[src/rtl/dcache_share_arbiter.sv]
`timescale 1ns/1ps
`default_nettype none
// ============================================================================
// Module   : dcache_share_arbiter
// Purpose  : Round-robin arbiter sharing one data cache between core0 and
//            core1. It tags requests with their source core, steers responses
//            back to that core, caps outstanding requests per core and
//            isolates a core held in reset.
// Options  : DCARB_PERF_EN adds perf_grant0/perf_grant1/perf_conflict
//            32-bit event counters.
// Revision : 1.0 - initial release
// ============================================================================
module dcache_share_arbiter #(
    parameter int CORE_TAG_BITS = 14,
    parameter int MAX_OUTST     = 4
) (
    input  logic                     clk,
    input  logic                     reset_n,
    input  logic                     iso0,
    input  logic                     iso1,
    // core0 request / response
    input  logic                     c0_req_val,
    output logic                     c0_req_rdy,
    input  logic [3:0]               c0_req_op,
    input  logic [31:0]              c0_req_addr,
    input  logic [127:0]             c0_req_data,
    input  logic [15:0]              c0_req_wmask,
    input  logic [CORE_TAG_BITS-1:0] c0_req_tag,
    output logic                     c0_resp_val,
    output logic [CORE_TAG_BITS-1:0] c0_resp_tag,
    // core1 request / response
    input  logic                     c1_req_val,
    output logic                     c1_req_rdy,
    input  logic [3:0]               c1_req_op,
    input  logic [31:0]              c1_req_addr,
    input  logic [127:0]             c1_req_data,
    input  logic [15:0]              c1_req_wmask,
    input  logic [CORE_TAG_BITS-1:0] c1_req_tag,
    output logic                     c1_resp_val,
    output logic [CORE_TAG_BITS-1:0] c1_resp_tag,
    // cache side
    output logic                     dc_req_val,
    input  logic                     dc_req_rdy,
    output logic [3:0]               dc_req_op,
    output logic [31:0]              dc_req_addr,
    output logic [127:0]             dc_req_data,
    output logic [15:0]              dc_req_wmask,
    output logic [CORE_TAG_BITS:0]   dc_req_tag,
    input  logic                     dc_resp_val,
    input  logic [CORE_TAG_BITS:0]   dc_resp_tag,
`ifdef DCARB_PERF_EN
    output logic [31:0]              perf_grant0,
    output logic [31:0]              perf_grant1,
    output logic [31:0]              perf_conflict,
`endif
    output logic                     arb_err
);

    localparam int               CNT_W   = $clog2(MAX_OUTST + 1);
    localparam logic [CNT_W-1:0] CNT_MAX = CNT_W'(MAX_OUTST);
    localparam logic [CNT_W-1:0] CNT_ONE = CNT_W'(1);

    logic             last_q, last_d;
    logic             hold_q, hold_d;
    logic             hold_id_q, hold_id_d;
    logic [CNT_W-1:0] cnt0_q, cnt0_d, cnt1_q, cnt1_d;
    logic             arb_err_q, arb_err_d;

    logic elig0, elig1, gnt, fire, resp_id;
    logic inc0, inc1, dec0, dec1;

    // Eligibility, grant selection (sticky hold first, then round robin) and request mux.
    always_comb begin
        elig0 = reset_n & c0_req_val & ~iso0 & (cnt0_q < CNT_MAX);
        elig1 = reset_n & c1_req_val & ~iso1 & (cnt1_q < CNT_MAX);
        gnt   = 1'b0;
        if (hold_q && (hold_id_q ? elig1 : elig0)) begin
            gnt = hold_id_q;
        end else if (elig0 && elig1) begin
            gnt = ~last_q;
        end else if (elig1) begin
            gnt = 1'b1;
        end
        dc_req_val   = elig0 | elig1;
        fire         = dc_req_val & dc_req_rdy;
        c0_req_rdy   = dc_req_rdy & ~gnt & elig0;
        c1_req_rdy   = dc_req_rdy & gnt & elig1;
        dc_req_op    = gnt ? c1_req_op    : c0_req_op;
        dc_req_addr  = gnt ? c1_req_addr  : c0_req_addr;
        dc_req_data  = gnt ? c1_req_data  : c0_req_data;
        dc_req_wmask = gnt ? c1_req_wmask : c0_req_wmask;
        dc_req_tag   = {gnt, (gnt ? c1_req_tag : c0_req_tag)};
    end

    // Response steering: the core-id bit picks the single destination core.
    always_comb begin
        resp_id     = dc_resp_tag[CORE_TAG_BITS];
        c0_resp_val = reset_n & dc_resp_val & ~resp_id & ~iso0;
        c1_resp_val = reset_n & dc_resp_val &  resp_id & ~iso1;
        c0_resp_tag = dc_resp_tag[CORE_TAG_BITS-1:0];
        c1_resp_tag = dc_resp_tag[CORE_TAG_BITS-1:0];
    end

    // Next-state for pointer, hold and per-core outstanding credit counters.
    always_comb begin
        inc0      = fire & ~gnt;
        inc1      = fire &  gnt;
        dec0      = dc_resp_val & ~resp_id;
        dec1      = dc_resp_val &  resp_id;
        last_d    = fire ? gnt : last_q;
        hold_d    = 1'b0;
        hold_id_d = hold_id_q;
        if (dc_req_val && !dc_req_rdy) begin
            hold_d    = 1'b1;
            hold_id_d = gnt;
        end
        cnt0_d    = cnt0_q;
        cnt1_d    = cnt1_q;
        arb_err_d = arb_err_q;
        // An increment and decrement together cancel; a lone decrement at zero is an error.
        if (inc0 && !dec0) begin
            cnt0_d = cnt0_q + CNT_ONE;
        end else if (dec0 && !inc0) begin
            if (cnt0_q == '0) arb_err_d = 1'b1;
            else              cnt0_d    = cnt0_q - CNT_ONE;
        end
        if (inc1 && !dec1) begin
            cnt1_d = cnt1_q + CNT_ONE;
        end else if (dec1 && !inc1) begin
            if (cnt1_q == '0) arb_err_d = 1'b1;
            else              cnt1_d    = cnt1_q - CNT_ONE;
        end
    end

    // State registers; last resets to 1 so core0 wins the first tie.
    always_ff @(posedge clk or negedge reset_n) begin
        if (!reset_n) begin
            last_q    <= 1'b1;
            hold_q    <= 1'b0;
            hold_id_q <= 1'b0;
            cnt0_q    <= '0;
            cnt1_q    <= '0;
            arb_err_q <= 1'b0;
        end else begin
            last_q    <= last_d;
            hold_q    <= hold_d;
            hold_id_q <= hold_id_d;
            cnt0_q    <= cnt0_d;
            cnt1_q    <= cnt1_d;
            arb_err_q <= arb_err_d;
        end
    end

    assign arb_err = arb_err_q;

`ifdef DCARB_PERF_EN
    logic [31:0] perf_grant0_q, perf_grant0_d;
    logic [31:0] perf_grant1_q, perf_grant1_d;
    logic [31:0] perf_conflict_q, perf_conflict_d;

    // Free-running wrap-around event counters.
    always_comb begin
        perf_grant0_d   = perf_grant0_q   + {31'd0, inc0};
        perf_grant1_d   = perf_grant1_q   + {31'd0, inc1};
        perf_conflict_d = perf_conflict_q + {31'd0, (elig0 & elig1)};
    end

    // Perf counter registers.
    always_ff @(posedge clk or negedge reset_n) begin
        if (!reset_n) begin
            perf_grant0_q   <= '0;
            perf_grant1_q   <= '0;
            perf_conflict_q <= '0;
        end else begin
            perf_grant0_q   <= perf_grant0_d;
            perf_grant1_q   <= perf_grant1_d;
            perf_conflict_q <= perf_conflict_d;
        end
    end

    assign perf_grant0   = perf_grant0_q;
    assign perf_grant1   = perf_grant1_q;
    assign perf_conflict = perf_conflict_q;
`endif

endmodule
`default_nettype wire

[config.mk]
export PLATFORM = sky130hd
export DESIGN_NAME = dcache_share_arbiter
export DESIGN_NICKNAME = d
export VERILOG_FILES = /design/src/rtl/dcache_share_arbiter.sv
export SDC_FILE = /design/constraint.sdc
export NUM_CORES = 1
export LEC_CHECK = 0
export ABC_AREA = 1
export CAP_MARGIN = 20
export CORE_AREA = 2 2 251 253
export DETAILED_ROUTE_END_ITERATION = 7
export DIE_AREA = 0 0 253 255
export DONT_BUFFER_PORTS = 1
export GPL_TIMING_DRIVEN = 0
export REMOVE_ABC_BUFFERS = 1
export SETUP_SLACK_MARGIN = 0.05
export SYNTH_ARGS = -nofsm -noshare
export SYNTH_HDL_FRONTEND = slang
export SYNTH_SLANG_ARGS = --single-unit
[constraint.sdc]
create_clock -name clk -period 2.9 [get_ports clk]
set_input_delay 0.58 -clock clk [delete_from_list [all_inputs] [get_ports clk]]
set_output_delay 0.58 -clock clk [all_outputs]
set_load 0.05 [all_outputs]
---- Word level (Yosys, flattened, before mapping) ----
Index checks and enable logic that the tools add are counted.
word-level totals
  flip-flop bits (word level) ............. 10
  latch bits .............................. 0
  memory bits (writable) .................. 0
  ROM bits ................................ 0
  bits of input ports ..................... 411
  output and inout port bits .............. 229
  word-level logic and storage cells ...... 80
  memories kept ........................... 0
cells by class
  add/subtract/negate cells ............... 4
  multipliers ............................. 0
  divide/modulo/power cells ............... 0
  $lt $le $gt $ge ......................... 2
  eq/ne operators ......................... 2
  shifts and indexed selects .............. 0
  multiplexer cells ....................... 22
  bitwise gates (word level) .............. 26
  reductions and logical operators ........ 18
operator list
  kind                                              count
  two-way mux 128 bit                               1
  two-way mux 32 bit                                1
  AND 1 bit                                         20
  two-way mux 3 bit                                 6
  two-way mux 16 bit                                1
  two-way mux 14 bit                                1
  two-way mux 1 bit                                 11
  logical AND 1 bit                                 7
  adder 3 x 1 -> 3 bit, second input constant       2
  zero test 3 bit                                   2
  < comparator 3 bit, second input constant         2
  subtractor 3 x 1 -> 3 bit, second input constant  2
  zero test 1 bit                                   5
  NOT 1 bit                                         5
  two-way mux 4 bit                                 1
  inequality test 2 bit, second input constant      2
  AND reduction 2 bit                               2
  nonzero test 2 bit                                2
  bitwise OR 1 bit                                  1

---- Depth between registers and ports, before layout ----
  depth after elaboration ................. 15
  mapped depth ............................ 15
  mapped depth without buffers ............ 14

---- Worst setup path after synthesis ----
Ideal clock, no wire load.
  path kind ............................... input -> output
  start ................................... input iso1
  end ..................................... output c0_req_rdy
  data arrival time ....................... 1.968 ns
  data required time ...................... 2.320 ns
  path slack .............................. 0.352 ns
  stages on the path ...................... 5
  buffers on the path ..................... 0
  cells stage by stage .................... nor2_1 -> nand2_1 -> nand2_1 -> nand2_1 -> nor2_1
between the ends
  longest elaborated chain between the ends .. 9
  elaborated cells between the ends (all ways) .. 12
  classes of those cells .................. 4 x mux; 6 x bitwise; 2 x reduce/logical
ends and longest elaborated chain
  element                                                 RTL line  RTL
  start: declaration                                      20        input logic iso1,
  NOT 1 bit *                                             75        elig1 = reset_n & c1_req_val & ~iso1 & (cnt1_q < CNT_MAX);
  AND 1 bit * (2 in a row)                                75
  two-way mux 1 bit, or another cell as far along         81        end else if (elig1) begin
  two-way mux 1 bit or logical AND 1 bit (tied branches)  79, 77
  two-way mux 1 bit *                                     77        if (hold_q && (hold_id_q ? elig1 : elig0)) begin
  NOT 1 bit *                                             86        c0_req_rdy = dc_req_rdy & ~gnt & elig0;
  AND 1 bit * (2 in a row)                                86
  end: declaration                                        23        output logic c0_req_rdy,
Every way passes the cells marked *; elsewhere a longest branch is shown, timed or not.

---- Worst setup path after layout ----
  start ................................... register cnt1_q[2]
  end ..................................... output dc_req_addr[2]
between the ends
  longest elaborated chain between the ends .. 6
  elaborated cells between the ends (all ways) .. 9
  classes of those cells .................. 1 x order compare; 5 x mux; 1 x bitwise; 2 x reduce/logical
ends and longest elaborated chain
  element                                                 RTL line  RTL
  start: declaration                                      66        logic [CNT_W-1:0] cnt0_q, cnt0_d, cnt1_q, cnt1_d;
  start signal: assignment                                149       cnt1_q <= cnt1_d;
  < comparator 3 bit *                                    75
  AND 1 bit *                                             75
  two-way mux 1 bit, or another cell as far along         81
  two-way mux 1 bit or logical AND 1 bit (tied branches)  79, 77
  two-way mux 1 bit *                                     77
  two-way mux 32 bit *                                    89        dc_req_addr = gnt ? c1_req_addr : c0_req_addr;
  end: declaration                                        45        output logic [31:0] dc_req_addr,
Marks and branches as above.

==> flow_metrics.py <==
metrics = {
    "routing": {
        "vias": 5399,
        "drcViolationCount": 0,
        "viasPerCell": 3.550,
        "drt_iter0_drc": 510,
        "wirelength_mm": 35.28,
        "first_pass_iters": 5,
        "post_drt_wl_per_cell_um": 23.19,
        "antenna_left": 0,
    },
    "clock_tree": {
        "clk_latency_ns": 0.24,
        "clk_path_buf_depth": 2,
        "clockRootBuffer": "clkbuf_16",
        "cts_tree": "done",
        "clock-sinks": 10,
        "htree_levels": 1,
        "cts-buffers-inserted": 3,
        "clkSlewWorstSetupHoldPaths_ns": 0.04,
    },
    "yosys": {
        "syn_area_sq_um": 3661,
        "synth.area.top_cells": "nand2_1, nand3_1, buf_4",
        "yosysTopAreaCell": "nand2_1",
        "yosys.cell_types.count": 18,
        "synth_edf_count": 0,
        "netlist_instances": 769,
        "ys_warn_count": 0,
        "yosysSeqAreaShare": 0.06869,
        "ys_seq_elements": 10,
        "synth.most_common_cell": "nand2_1",
        "synth_top_area_frac": 0.4265,
        "ys.flop_type": "dfrtp_1",
        "avgSynthCellArea_sq_um": 4.761,
        "async_flop_share": 1.000,
        "yosys-top-cells-count": "nand2_1, nand3_1, buf_2",
    },
    "setup_path": {
        "arrival_ns": 2.20,
        "crit_required_ns": 2.32,
        "end_kind": "output port",
        "critical_path_class": "register to output port",
        "cp_max_fo": 63,
        "cp-start-kind": "register",
    },
    "timing": {
        "post-route-min-period_ns": 2.780,
        "worst_pin_slew_ns": 0.6267,
        "slew_headroom": 0.5812,
        "skew_ns": 0.001498,
        "hold_violations": 0,
        "setup_viol": 0,
        "finalSetupTns_ns": 0,
        "grt_setup_unrepaired": "yes",
        "fmax_ghz": 0.3597,
        "finalMaxSlewViolations": 0,
        "hold-worst-slack_ns": 0.03440,
        "post-route-period-util": 0.9586,
    },
    "die": {
        "core.rowCount": 92,
        "die_y_um": 255,
        "die-area_sq_um": 64520,
        "dieWidth_um": 253,
        "pin_count": 640,
        "start_util": 0.05890,
        "coreArea_sq_um": 62160,
    },
    "place": {
        "gp_congestion": 0.9842,
        "post-dp-hpwl_mm": 25.23,
        "place.port_buffers": 0,
    },
    "pwr": {
        "p_leak_nw": 2.363,
        "power_mw": 2.964,
        "powerDensity_nw_per_um2": 570.4,
        "peakVddDrop_mv": 0.1929,
    },
    "run_status": {
        "status": "finished, final reports clean",
    },
    "grt": {
        "antenna_found_initial": 13,
        "grt_overflow": 0,
        "grt_pass1_wl_mm": 40.34,
        "grt_max_degree": 116,
        "grt_pass1_vias": 4191,
        "track_usage": 0.09569,
    },
    "run": {
        "maxCapViolations": 0,
    },
    "final_layout": {
        "drive_above_1_share": 0.2532,
        "n_fill_cell": 7284,
        "area_delta_synth_final_pct": 41.93,
        "nets": 1129,
    },
    "worst_hold_path": {
        "holdCritPathClass": "input port to async pin",
    },
}
[kinds of logic after synthesis]
logic type	Yosys count	share of synthesized area
flip-flops	10	0.06870
buffers and inverters	113	0.1678
AND/OR/NAND/NOR	636	0.7293
XOR/XNOR	4	0.009568
adder cells (fa/ha/maj)	6	0.02461
[worst paths after layout]
path                                 from              to  slack, ns  depth (start not counted)
worst max-delay path            cnt1_q[2]  dc_req_addr[2]       0.12                          6
worst min-delay path              reset_n       cnt0_q[2]       0.03                          0
worst max register to register  cnt0_q[2]       cnt1_q[2]       0.19                         15
worst min register to register  hold_id_q       hold_id_q       0.48                          2
max in group asynchronous         reset_n          last_q       2.70                          0
min in group clk                hold_id_q       hold_id_q       0.48                          2
[stage by stage]
step | setup WS [ns] | instance area (sq um) | utilization | cells
after detailed placement | -1.013 | 4245 | 0.06830 | 1481
after CTS | 0.02141 | 4986 | 0.08021 | 1505
after global routing | -0.02054 | 5196 | 0.08360 | 1521
final | 0.1202 | 5196 | 0.08360 | 1521
after global placement | -3.867 | 4125 | 0.06636 | 1476
after floorplan | -2.409 | 3126 | - | 677
[registers in the layout, indices dropped and copies added (netlist names)]
signal and flops:
cnt0_q 3, cnt1_q 3, arb_err 1, hold_id_q 1, hold_q 1, last_q 1
[critical path: stages (launching register included)]
cell,delay (ns)
dfrtp_1,0.40
nor2_1,0.21
nand2_4,0.22
inv_16,0.15
bufbuf_16,0.41
nand3_1,0.12
nand2_1,0.38
[metal layers]
layer  track usage  part of all wire  vias to the layer above  wire length [um]
met1        0.1160              0.40                     2474             14070
met3       0.03631              0.12                       63              4246
li1              -                 -                     2320                 -
met5             0           0.00037                        -                13
met2        0.1516              0.44                      540             15700
met4       0.03939             0.035                        2              1251
[where the power goes]
part | total [mW] | internal [mW] | switching (mW)
combinational | 2.43 | 0.405 | 2.02
sequential | 0.264 | 0.202 | 0.0629
clock | 0.274 | 0.207 | 0.0670
[cells in the final DEF (no fill, tap or decap), types with 3 or more instances in the layout]
cell and count:
buf_16 4, nand2_8 4, nand3_1 203, clkbuf_16 4
buf_4 14, nand2_1 281, dfrtp_1 9, nand2_4 22
nand2_2 116, bufbuf_16 3, inv_1 18, diode_2 11
xnor2_1 3, ha_1 3, nor2_1 7
[timing repair]
action,in CTS,in global routing
gates cloned,11,1
setup endpoints to repair,200,109
hold buffers,0,0
resized for setup,136,33
buffers inserted,9,4
pin swaps,4,5
[area by class of cell]
cell class                      count  area (sq um)  share of cell area
Antenna cell                       11         27.53            0.005297
Clock buffer                        4         88.84             0.01710
Inverter                           21         98.84             0.01902
Multi-Input combinational cell    651          3354              0.6456
Sequential cell                    10         251.5             0.04840
Tap cell                          799         999.7              0.1924
Timing Repair Buffer               23         357.8             0.06887
Timing Repair inverter              2         17.52            0.003371
No activity file was read; power rests on OpenSTA's default activity.
